[config.mk]
export PLATFORM = sky130hd
export DESIGN_NAME = datapath
export DESIGN_NICKNAME = d
export VERILOG_FILES = /design/src/rtl/datapath.sv
export SDC_FILE = /design/constraint.sdc
export NUM_CORES = 1
export LEC_CHECK = 0
export ABC_AREA = 1
export CAP_MARGIN = 20
export CORE_UTILIZATION = 27
export CTS_BUF_LIST = sky130_fd_sc_hd__clkbuf_8 sky130_fd_sc_hd__clkbuf_16
export DETAILED_ROUTE_END_ITERATION = 7
export MAX_ROUTING_LAYER = met4
export PLACE_DENSITY_LB_ADDON = 0.12
export SYNTH_ARGS = -nofsm -noshare
export SYNTH_HDL_FRONTEND = slang
export SYNTH_SLANG_ARGS = --single-unit
[constraint.sdc]
create_clock -name clk -period 8 [get_ports clk]
set_clock_uncertainty 0.15 [all_clocks]
set_input_delay 1.6 -clock clk [delete_from_list [all_inputs] [get_ports clk]]
set_output_delay 1.6 -clock clk [all_outputs]
set_load 0.01 [all_outputs]
[src/rtl/datapath.sv]
// Goldschmidt division datapath: one iteration step per clock on a single
// shared 16x16 unsigned multiplier. All values are unsigned Q2.14.
//
// Ports:
//   clk        - sole clock, rising edge
//   reset      - asynchronous active-low reset; clears regN, regD, regK
//   sel_K_mux  - multiplier K operand: 0 = IA, 1 = regK
//   sel_ND_mux - multiplier A operand: 00 = N, 01 = D, 10 = regN, 11 = regD;
//                bit 0 also picks the destination (0 = regN, 1 = regD/regK)
//   N, D, IA   - numerator, divisor, initial reciprocal approximation
//   result     - current quotient estimate (regN)
module datapath (
  input  logic        clk,
  input  logic        reset,
  input  logic        sel_K_mux,
  input  logic [1:0]  sel_ND_mux,
  input  logic [15:0] N,
  input  logic [15:0] D,
  input  logic [15:0] IA,
  output logic [15:0] result
);

  logic [15:0] reg_n;
  logic [15:0] reg_d;
  logic [15:0] reg_k;

  logic [15:0] op_a;
  logic [15:0] op_k;
  logic [31:0] prod;
  logic [15:0] p;
  logic [15:0] k_next;

  always_comb begin
    op_k = sel_K_mux ? reg_k : IA;
    op_a = N;
    case (sel_ND_mux)
      2'b00:   op_a = N;
      2'b01:   op_a = D;
      2'b10:   op_a = reg_n;
      default: op_a = reg_d;
    endcase
  end

  // Q2.14 x Q2.14 = Q4.28; keep bits [29:14] and saturate when the integer
  // part overflows the two available integer bits.
  always_comb begin
    prod   = 32'(op_a) * 32'(op_k);
    p      = (|prod[31:30]) ? '1 : prod[29:14];
    // 2.0 - P, clamped at zero: P >= 2.0 exactly when its MSB is set.
    k_next = p[15] ? '0 : 16'h8000 - p;
  end

  always_ff @(posedge clk or negedge reset) begin
    if (!reset) begin
      reg_n <= '0;
      reg_d <= '0;
      reg_k <= '0;
    end else if (sel_ND_mux[0]) begin
      reg_d <= p;
      reg_k <= k_next;
    end else begin
      reg_n <= p;
    end
  end

  assign result = reg_n;

endmodule

Yosys cells after proc, flatten, opt, wreduce, memory -nomap -nowiden
Index checks and enable logic that the tools add are counted.

Register bits after elaboration: 48. Bits of input ports: 53. Output and inout bits: 16. Logic and storage cells: 13.

Add/subtract/negate cells: 1. Multipliers: 1. Equality and inequality tests: 2. Mux-type cells: 4. Reductions and logical operators: 2.

Operators by type and width (count): 16-bit two-way mux (3); 16-bit case mux with 3 select lines (1); 16-bit by 16-bit multiplier with 32-bit output (1); 16-bit subtractor (first input constant) (1); 2-bit by 1-bit equality test with 1-bit output (second input constant) (1); 2-bit equality test (second input constant) (1); 2-bit logical NOT (1); 2-bit OR reduction (1).

Logic depth before layout (Yosys ltp)
Gate-level depths: netlist of the first run.

Depth after elaboration: 7. Depth in mapped cells: 42.

Worst setup path after synthesis of the first run
No wires, ideal clock.

Path type: in2reg. Start point: input port sel_ND_mux[0]. End point: register reg_k[8]. Arrival time: 8628 ps. Required time: 7774 ps. Path slack: -855 ps. Stages on the path: 39. Buffers on the path: 4. Path through: buf_4 > clkinv_1 > nor2_1 > clkbuf_1 > nand2_1 > nand2_1 > nand2_1 > inv_1 > clkbuf_1 > nand2_1 > fa_1 > inv_1 > fa_1 > fa_1 > fa_1 > fa_1 > inv_1 > fa_1 > (+3 left out) > inv_1 > a31oi_1 > o21ai_1 > nand3_1 > nand2_1 > a21oi_1 > nand2_1 > nand2_2 > nand3_4 > buf_6 > nor2_1 > ha_1 > nand4_1 > nor2_2 > nand2_1 > nand2_1 > nand2_1 > o21ai_1.

Longest elaborated chain between the ends: 7. Elaborated cells between the ends (all ways): 9. Those cells by class: add/sub (1); mul (1); eq/ne (2); mux (3); reduce/logical (2).

Ends and longest elaborated chain: from (decl) (line 16) `input logic [1:0] sel_ND_mux,`; 2-bit equality test (tied with other cells) (line 36) `case (sel_ND_mux)`; 16-bit case mux with 3 select lines (line 36); 16-bit by 16-bit multiplier with 32-bit output (line 47) `prod = 32'(op_a) * 32'(op_k);`; 2-bit OR reduction (line 48) `p = (|prod[31:30]) ? '1 : prod[29:14];`; 16-bit two-way mux (line 48); 16-bit subtractor (line 50) `k_next = p[15] ? '0 : 16'h8000 - p;`; 16-bit two-way mux (line 50); to (signal assigned) (line 60) `reg_k <= k_next;`; to (decl) (line 25) `logic [15:0] reg_k;`.

Parallel ways exist; a longest one is shown, timed or not. A chain may end at the register's enable or synchronous reset.

Worst setup path after layout of the first run
Start point: input port sel_ND_mux[0]. End point: register reg_k[6].

The elaborated chain is that of the path after synthesis.

==> results of run 1 <==
## metal layers
layer  routed length [um]  up-vias  GRT usage (%)
met5                    0        -              -
met4                  507        0          2.547
met3                 1024       16         0.8791
met2                19270      157          33.79
met1                20770     5399          30.14
li1                     -     5244              -
## flip-flops by register name, indices dropped and copies added (netlist names)
name,cells
reg_d,16
reg_k,16
result,16
## worst min-delay path by stage
| stage | endpoint |
|---|---|
| final | reg_d[1] |
| after global routing | reg_d[1] |
| after CTS | reg_d[1] |
| after detailed placement | reg_d[1] |
| after global placement | reg_d[0] |
| after floorplan | reg_d[0] |
## cell families after synthesis
logic type | after synthesis | share of synthesized area [%]
and+or+nand+nor | 625 | 23.49
buffers and inverters | 352 | 11.88
adders and majority gates | 295 | 45.45
AOI/OAI and AO/OA | 154 | 7.480
DFF | 48 | 10.62
xor gates and xnor gates | 13 | 1.073
## layout make-up
type	count	area [sq um]
clock buffers	5	125.1
clock inverters	3	68.82
fillers	4312	24680
inverters	315	1252
multi-input cells	1089	9600
flip-flops and latches	48	1201
well taps	532	665.6
repair buffers	388	3511
## stage by stage
step                util, %  hold WS [ps]  TNS (ps)
floorplan                 -         295.5    -335.3
global placement      36.53         312.9    -45290
detailed placement    36.53         315.7    -44960
CTS                   39.07         332.2     -1599
global route          39.95         346.9     -9286
finish                39.95         326.7     -1015
## tightest hold or removal path, cell delays in order (launching register included)
cell and delay, ps:
sky130_fd_sc_hd__dfrtp_1 340, sky130_fd_sc_hd__nand2_1 50, sky130_fd_sc_hd__o21ai_0 50
## what timing repair did
item                                    4_1_cts  5_1_grt
buffers inserted                             36        5
gates cloned                                  3        0
hold endpoints to repair                      0        0
endpoints found under the setup margin       48       48
pin swaps                                    67       39
gates resized for setup                     161      100
## cells in the final DEF, fill, tap and decap left out, types with 24 or more instances in the layout
cell type                         count
sky130_fd_sc_hd__ha_1                88
sky130_fd_sc_hd__o21ai_1             35
sky130_fd_sc_hd__nand3_1             37
sky130_fd_sc_hd__clkdlybuf4s50_1     63
sky130_fd_sc_hd__buf_12              24
sky130_fd_sc_hd__nor2_1             154
sky130_fd_sc_hd__nand2_1            304
sky130_fd_sc_hd__o21ai_0             30
sky130_fd_sc_hd__dfrtp_1             48
sky130_fd_sc_hd__nor2_4              26
sky130_fd_sc_hd__nand2_2             31
sky130_fd_sc_hd__inv_1              275
sky130_fd_sc_hd__buf_4              271
sky130_fd_sc_hd__fa_1               184
==> run summary, run 1 <==
The run finished, with violations left. The checks that failed: negative setup slack. The synthesized design contains 48 register bits. The wire-length estimate of the detail-placed layout is 35.87 mm. For the total congestion overflow after global routing, the log shows 0.

The start point of the worst min-delay path is reg_d[1]. Library cell appearing most often on the critical path: sky130_fd_sc_hd__nand2_1. The maximum net fanout on the critical path is 5. Each instance of the synthesized netlist takes up on average 7.605 sq um. Counting both buffers and inverters, the worst setup path holds a total of 11.

The share of Yosys cell area claimed by the top area cell type is 34.17%. TritonCTS built the clock tree. Entering global routing, the biggest net connects 49 pins. The die extent in y was 206.7 um; the sequential fraction of the synthesis area was 10.62%.

In this run, CTS created clock tree buffers numbering 5. Remaining routing DRC violations: 0. The most instantiated flip-flop cell in the synthesis netlist was sky130_fd_sc_hd__dfrtp_1. For the worst setup slack after layout, the log shows -130.9 ps. The commonest cells after synthesis are sky130_fd_sc_hd__nand2_1, sky130_fd_sc_hd__inv_1, sky130_fd_sc_hd__fa_1. The cell with the most instances after synthesis is sky130_fd_sc_hd__nand2_1.

Start-to-end type of the worst setup path: in2reg. The logs give 0 for the count of warnings emitted by yosys and 14 for the total setup violations reported at the end of the flow. Once the floorplan was initialized, standard cells occupied 27.51% of the core. The floorplan die width is 206.7 um. Dividing the detail-routed wire length by the instance count gives 17.47 um. Cell type contributing the most total cell area after synthesis: sky130_fd_sc_hd__fa_1. Launching point of the worst reg2reg path: result[4]. Share of the clock period used by the worst path: 101.6%.

The max-slew violation total from the final report is 0, and the maximum level of the CTS H-tree is 2. Using the TritonRoute via totals, the vias-per-cell ratio works out to 4.545. STA classifies the critical path endpoint as a flip-flop.

The logs give 5 for the detailed-router iteration count before antenna repair and 2,380 for the final cell count without fillers. For this run, the slowest stage of the critical path takes 570 ps. For the worst flop-to-flop path, the logic depth is 35. Setup slack on the worst reg-to-reg path comes out at 1150 ps. The post-synthesis net count was 1,835.

The number of nets with antenna violations after routing came out at 0. With fillers left out, the area of the finished cells amounts to 16,420 sq um. OpenSTA, run right after detailed placement, puts the worst setup slack at -1254 ps. Setup repair after global routing could not meet its margin everywhere. Including well taps, the total number of placed cells is 2,328. The data arrival at the endpoint of the critical path was 8160 ps; the antenna diode instance count was 0. The area added between synthesis and finish came out at 45.24%. The critical path ends at reg_k[6]. The clock drives 48 sinks.

Yosys attributes the largest share of cell area to sky130_fd_sc_hd__fa_1, sky130_fd_sc_hd__ha_1, sky130_fd_sc_hd__nand2_1, sky130_fd_sc_hd__dfrtp_1, sky130_fd_sc_hd__inv_1. After the last flow step, the layout net total stands at 2,195. For the area of the core, the log shows 41,110 sq um.

The die covers 42,700 sq um. The post-detailed-routing wire length is 41.57 mm. The worst hold path belongs to the class reg2reg.

The logs give 8030 ps for the required time of the critical path and 0.8895 for the placer congestion estimate. The relative slew slack is 57.83%. The critical path crosses 40 cells after its start point. Number of buffers inserted by port buffering: 68.

For the number of failing hold endpoints at the final stage, the log shows 0. The worst setup path is launched from an input pin. The netlist uses 45 different library cells. Counting flops with a built-in enable in the synthesized netlist gives 0.

The tools report the number of DRC markers in iteration 0 as 650. The run gives 11,310 sq um as the cell area after technology mapping. The max-cap check violation count is 0, and the share of post-route cells with drive strength above 1 is 30.30%. The number of hold-repair buffers added at the cts stage is 0, and the placed instance area is 15,020 sq um. Maximum clock path buffer count: 2. The buffer type at the clock tree root was sky130_fd_sc_hd__clkbuf_16. The run gives 69 as the top-level port count. The number of global-route vias before repair came out at 11,295.

For this run, the total global-route usage over all layers was measured as 21.05%. The floorplan has 74 rows. On the critical path, the stage with the largest delay is an instance of sky130_fd_sc_hd__fa_2.

The kind of cell adding the most delay to the critical path is adder cells. For the routed via count, the log shows 10,816. The run gives 0 as the number of antenna violations at the first check in global routing. Clock-pin slew was measured on the worst setup and hold paths at 60 ps. Launching instance or port of the critical path: sel_ND_mux[0]. The synthesized instance count is 1,487. The peak clock frequency supported by timing came out at 123.0 MHz. The time the worst path needs with I/O delays and setup works out to 8131 ps. In the synthesized netlist the async set-or-reset flop fraction comes to 100.0%. The tools report the worst flop-to-flop path endpoint as reg_k[6]. The first global-routing pass estimated 65.45 mm of wire. The worst hold path cell count was 2; the measured slew at the worst slew-check pin was 632.5 ps. At the later pin of the worst-skew pair, clock insertion delay measures 300 ps.
Power of run 1 is not shown: default switching activity piles up to over one toggle a cycle in this logic, so the estimate is an artifact.
==> run 2: changes to the inputs <==
CORE_UTILIZATION = 45   (was 27)
clock period = 7.54 ns   (was 8 ns; I/O delays follow)
==> run 2 against run 1 <==
  * The flow still finishes with violations (negative setup slack)
  * Die area decreased by 40%
  * Global-route usage increased by 11 points
  * Cell area decreased by 1.0%
  * Core utilization increased by 26 points
  * Final cell count decreased by 7.8%
  * Sequential cell count unchanged
  * First-iteration DRC count decreased by 0.15%
  * Largest cell class unchanged
  * Count of clock-buffer cells in the layout unchanged
  * Register-to-register slack got worse by 580 ps
  * Routed wire length decreased by 7.5%
  * Non-clock buffer count increased by 23
  * Sequential share of layout area increased by 0.076 points
==> run summary, run 2 (synthesis results as in run 1) <==
The first-pass GRT wire length was 61.73 mm; the number of global-route vias before repair was 11,539. TritonCTS built the clock tree. The floorplan has 57 rows. Worst flop-to-flop path endpoint: reg_k[6]. The combined buffer and inverter count along the critical path came out at 13. The cell count of the worst reg-to-reg path works out to 37.

The final reports fail on negative setup slack. The wire length per cell is 17.53 um, and the sequential standard cell area is 1201 sq um. The time the worst path needs with I/O delays and setup is 8159 ps, and the routed via count is 11,138.

The run gives 24,460 sq um as the area of the core. The number of failing hold endpoints at the final stage came out at 0. The repair_antennas step left the layout with diodes totalling 0. For this run, the top clock speed supported by timing is 122.6 MHz. The detailed-router iteration count before antenna repair was 5.

Library cell appearing most often on the critical path: sky130_fd_sc_hd__fa_1. The die extent in y is 160.5 um, and the internal reg-to-reg setup slack is 570 ps. For this design, the sink count on the clock tree is 48. The worst setup path is launched from an input pin.

The required time of the critical path is 7570 ps. The worst setup path is captured at a flip-flop. The worst pin sits at a relative slew slack of 57.89%. Port buffering added 68 buffers. The final cell count without fillers is 2,194.

The maximum number of pins on one net before global-route repair is 49, and the placed cell count is 2,128. The tools report the buffer type at the clock tree root as sky130_fd_sc_hd__clkbuf_16. Hold repair after CTS inserted 0 buffers.

The worst setup path is of the in2reg kind. The max-slew violation total from the final report is 0, and the remaining routing DRC violations is 0. Summed over all layers, the routed wires come to 38.47 mm. On the worst path, the slowest cell contributes a delay of 560 ps. The worst register-to-register path begins at result[10]. The H-tree generated during clock tree synthesis spans 2 levels. The cell family contributing the most delay on the critical path is adder cells. The number of nets with antenna violations after routing came out at 0.

After the first detailed-routing iteration, the DRC count stood at 649. For the worst setup slack after layout, the log shows -619.2 ps. The flow ran to the end, but the final reports show violations.

Setup violations remaining at the end of the flow were counted as 46. Of the cells placed in the final design, the portion with a size suffix greater than 1 is 30.32%. The number of antenna violations at the first check in global routing is 0, and the number of cells on the critical path is 41. The worst hold path class was reg2reg. Routed via count divided by cell count: 5.077. After global routing, the most crowded layer is met2. The overall track demand over capacity in global routing was 32.09%; the area added between synthesis and finish was 43.75%.

The total of fill cells in the finished design is 2,141. Of all nets on the critical path, the largest fanout is 7. The tools report the start point of the worst min-delay path as reg_d[5]. The worst hold path cell count was 2. Setup repair after global routing could not meet its margin everywhere.

The placer congestion estimate is 0.9370. Buffers inserted during clock tree synthesis total 5. The tools report the met1 usage in global routing as 42.43%. At the pin with the least slew margin, the transition time is 631.7 ps. The met2 track demand over resource in global routing was 52.81%; the clock insertion delay at the later pin of the skew report was 290 ps. Global routing consumed, on the met3 layer, 3.590% of the routing resources.

Maximum clock path buffer count: 2. The slowest stage of the critical path is the sky130_fd_sc_hd__fa_1 cell. The tools report the multi-input gate area in the final layout as 9613 sq um.

In the layout the commonest cells are sky130_fd_sc_hd__nand2_1, sky130_fd_sc_hd__buf_4, sky130_fd_sc_hd__inv_1, sky130_fd_sc_hd__fa_1, sky130_fd_sc_hd__nor2_1. The path with the worst hold slack has its endpoint at reg_d[5]. For this configuration, the core starts out at a cell density of 46.23%. In this run the count of I/O pins placed on the die edge is 69. The floorplan step set the die width to 160.5 um. The tool flagged a number of max-cap violations equal to 0. The clock-pin slew reported for the worst setup and hold paths after clock tree synthesis is 60 ps, and the total congestion overflow after global routing is 0.

STA puts the critical path data arrival time at 8190 ps. The placement-stage worst setup slack came out at -1612 ps. Most frequent standard cell in the layout excluding fill and tap cells: sky130_fd_sc_hd__nand2_1.

For the count of nets after finishing, the log shows 2,217. The share of the clock period used by the worst path was 108.2%. Detailed placement ended at an HPWL of 32.15 mm. The die covers 25,770 sq um.
run 2: cell count changes in the layout (fill, tap and decap cells not counted), moves of 4 or more:
cell                      delta
sky130_fd_sc_hd__inv_1       +7
sky130_fd_sc_hd__buf_12      -7
sky130_fd_sc_hd__a21oi_2     -5
sky130_fd_sc_hd__nand3_1     -4
sky130_fd_sc_hd__buf_4      +25
sky130_fd_sc_hd__o21ai_1    -16
sky130_fd_sc_hd__o21ai_0    +18
sky130_fd_sc_hd__inv_2       -4
sky130_fd_sc_hd__nor2_4      -6
run 2: layout make-up:
class	count	area share (%)
Clock buffer	5	0.7697
Tap cell	324	2.494
Multi-Input combinational cell	1088	59.14
Timing Repair Buffer	411	22.18
Sequential cell	48	7.389
Clock inverter	3	0.4233
Inverter	315	7.605
run 2: metrics by stage:
stage | hold slack (ps) | setup TNS [ps] | util (%) | cell area, sq um
after global placement | 308.8 | -61090 | 60.31 | 14750
after global routing | 359.1 | -28630 | 66.45 | 16260
after detailed placement | 315.7 | -65880 | 60.31 | 14750
after floorplan | 295.5 | -3064 | - | 11630
final | 333.2 | -16730 | 66.45 | 16260
after CTS | 324.0 | -16190 | 64.67 | 15820
run 2: tightest hold or removal path, stage by stage (launching register included):
cell and delay, ps:
sky130_fd_sc_hd__dfrtp_1 340, sky130_fd_sc_hd__nand2_1 50, sky130_fd_sc_hd__o21ai_0 60
run 2: worst max-delay path by stage:
stage                        startpoint  slack (ps)   endpoint
final                     sel_ND_mux[0]        -620   reg_k[6]
after global placement    sel_ND_mux[1]       -1510   reg_k[8]
after floorplan           sel_ND_mux[0]        -460   reg_k[8]
after detailed placement  sel_ND_mux[1]       -1610  reg_k[15]
after global routing      sel_ND_mux[0]        -860   reg_k[8]
after CTS                 sel_ND_mux[0]        -590   reg_k[6]
run 2: what timing repair did:
| item | 4_1_cts | 5_1_grt |
|---|---|---|
| pin swaps | 67 | 55 |
| setup buffers | 45 | 13 |
| setup endpoints to repair | 48 | 48 |
| gates cloned | 3 | 0 |
| gates resized for setup | 154 | 74 |
run 2: per-layer routing:
metal | up-vias | wire length (um)
met4 | 0 | 1168
met3 | 55 | 2127
met2 | 331 | 18720
met1 | 5465 | 16460
li1 | 5287 | -
met5 | - | 0
Power of run 2 is left out for the same reason.
==> run 3: changes to the inputs <==
CAP_MARGIN = not set   (was 20)
SLEW_MARGIN = 20   (was not set)
==> results of run 3 <==
Final layout, timing and power as in run 2 (identical DEF).
Power of run 3 is left out for the same reason.
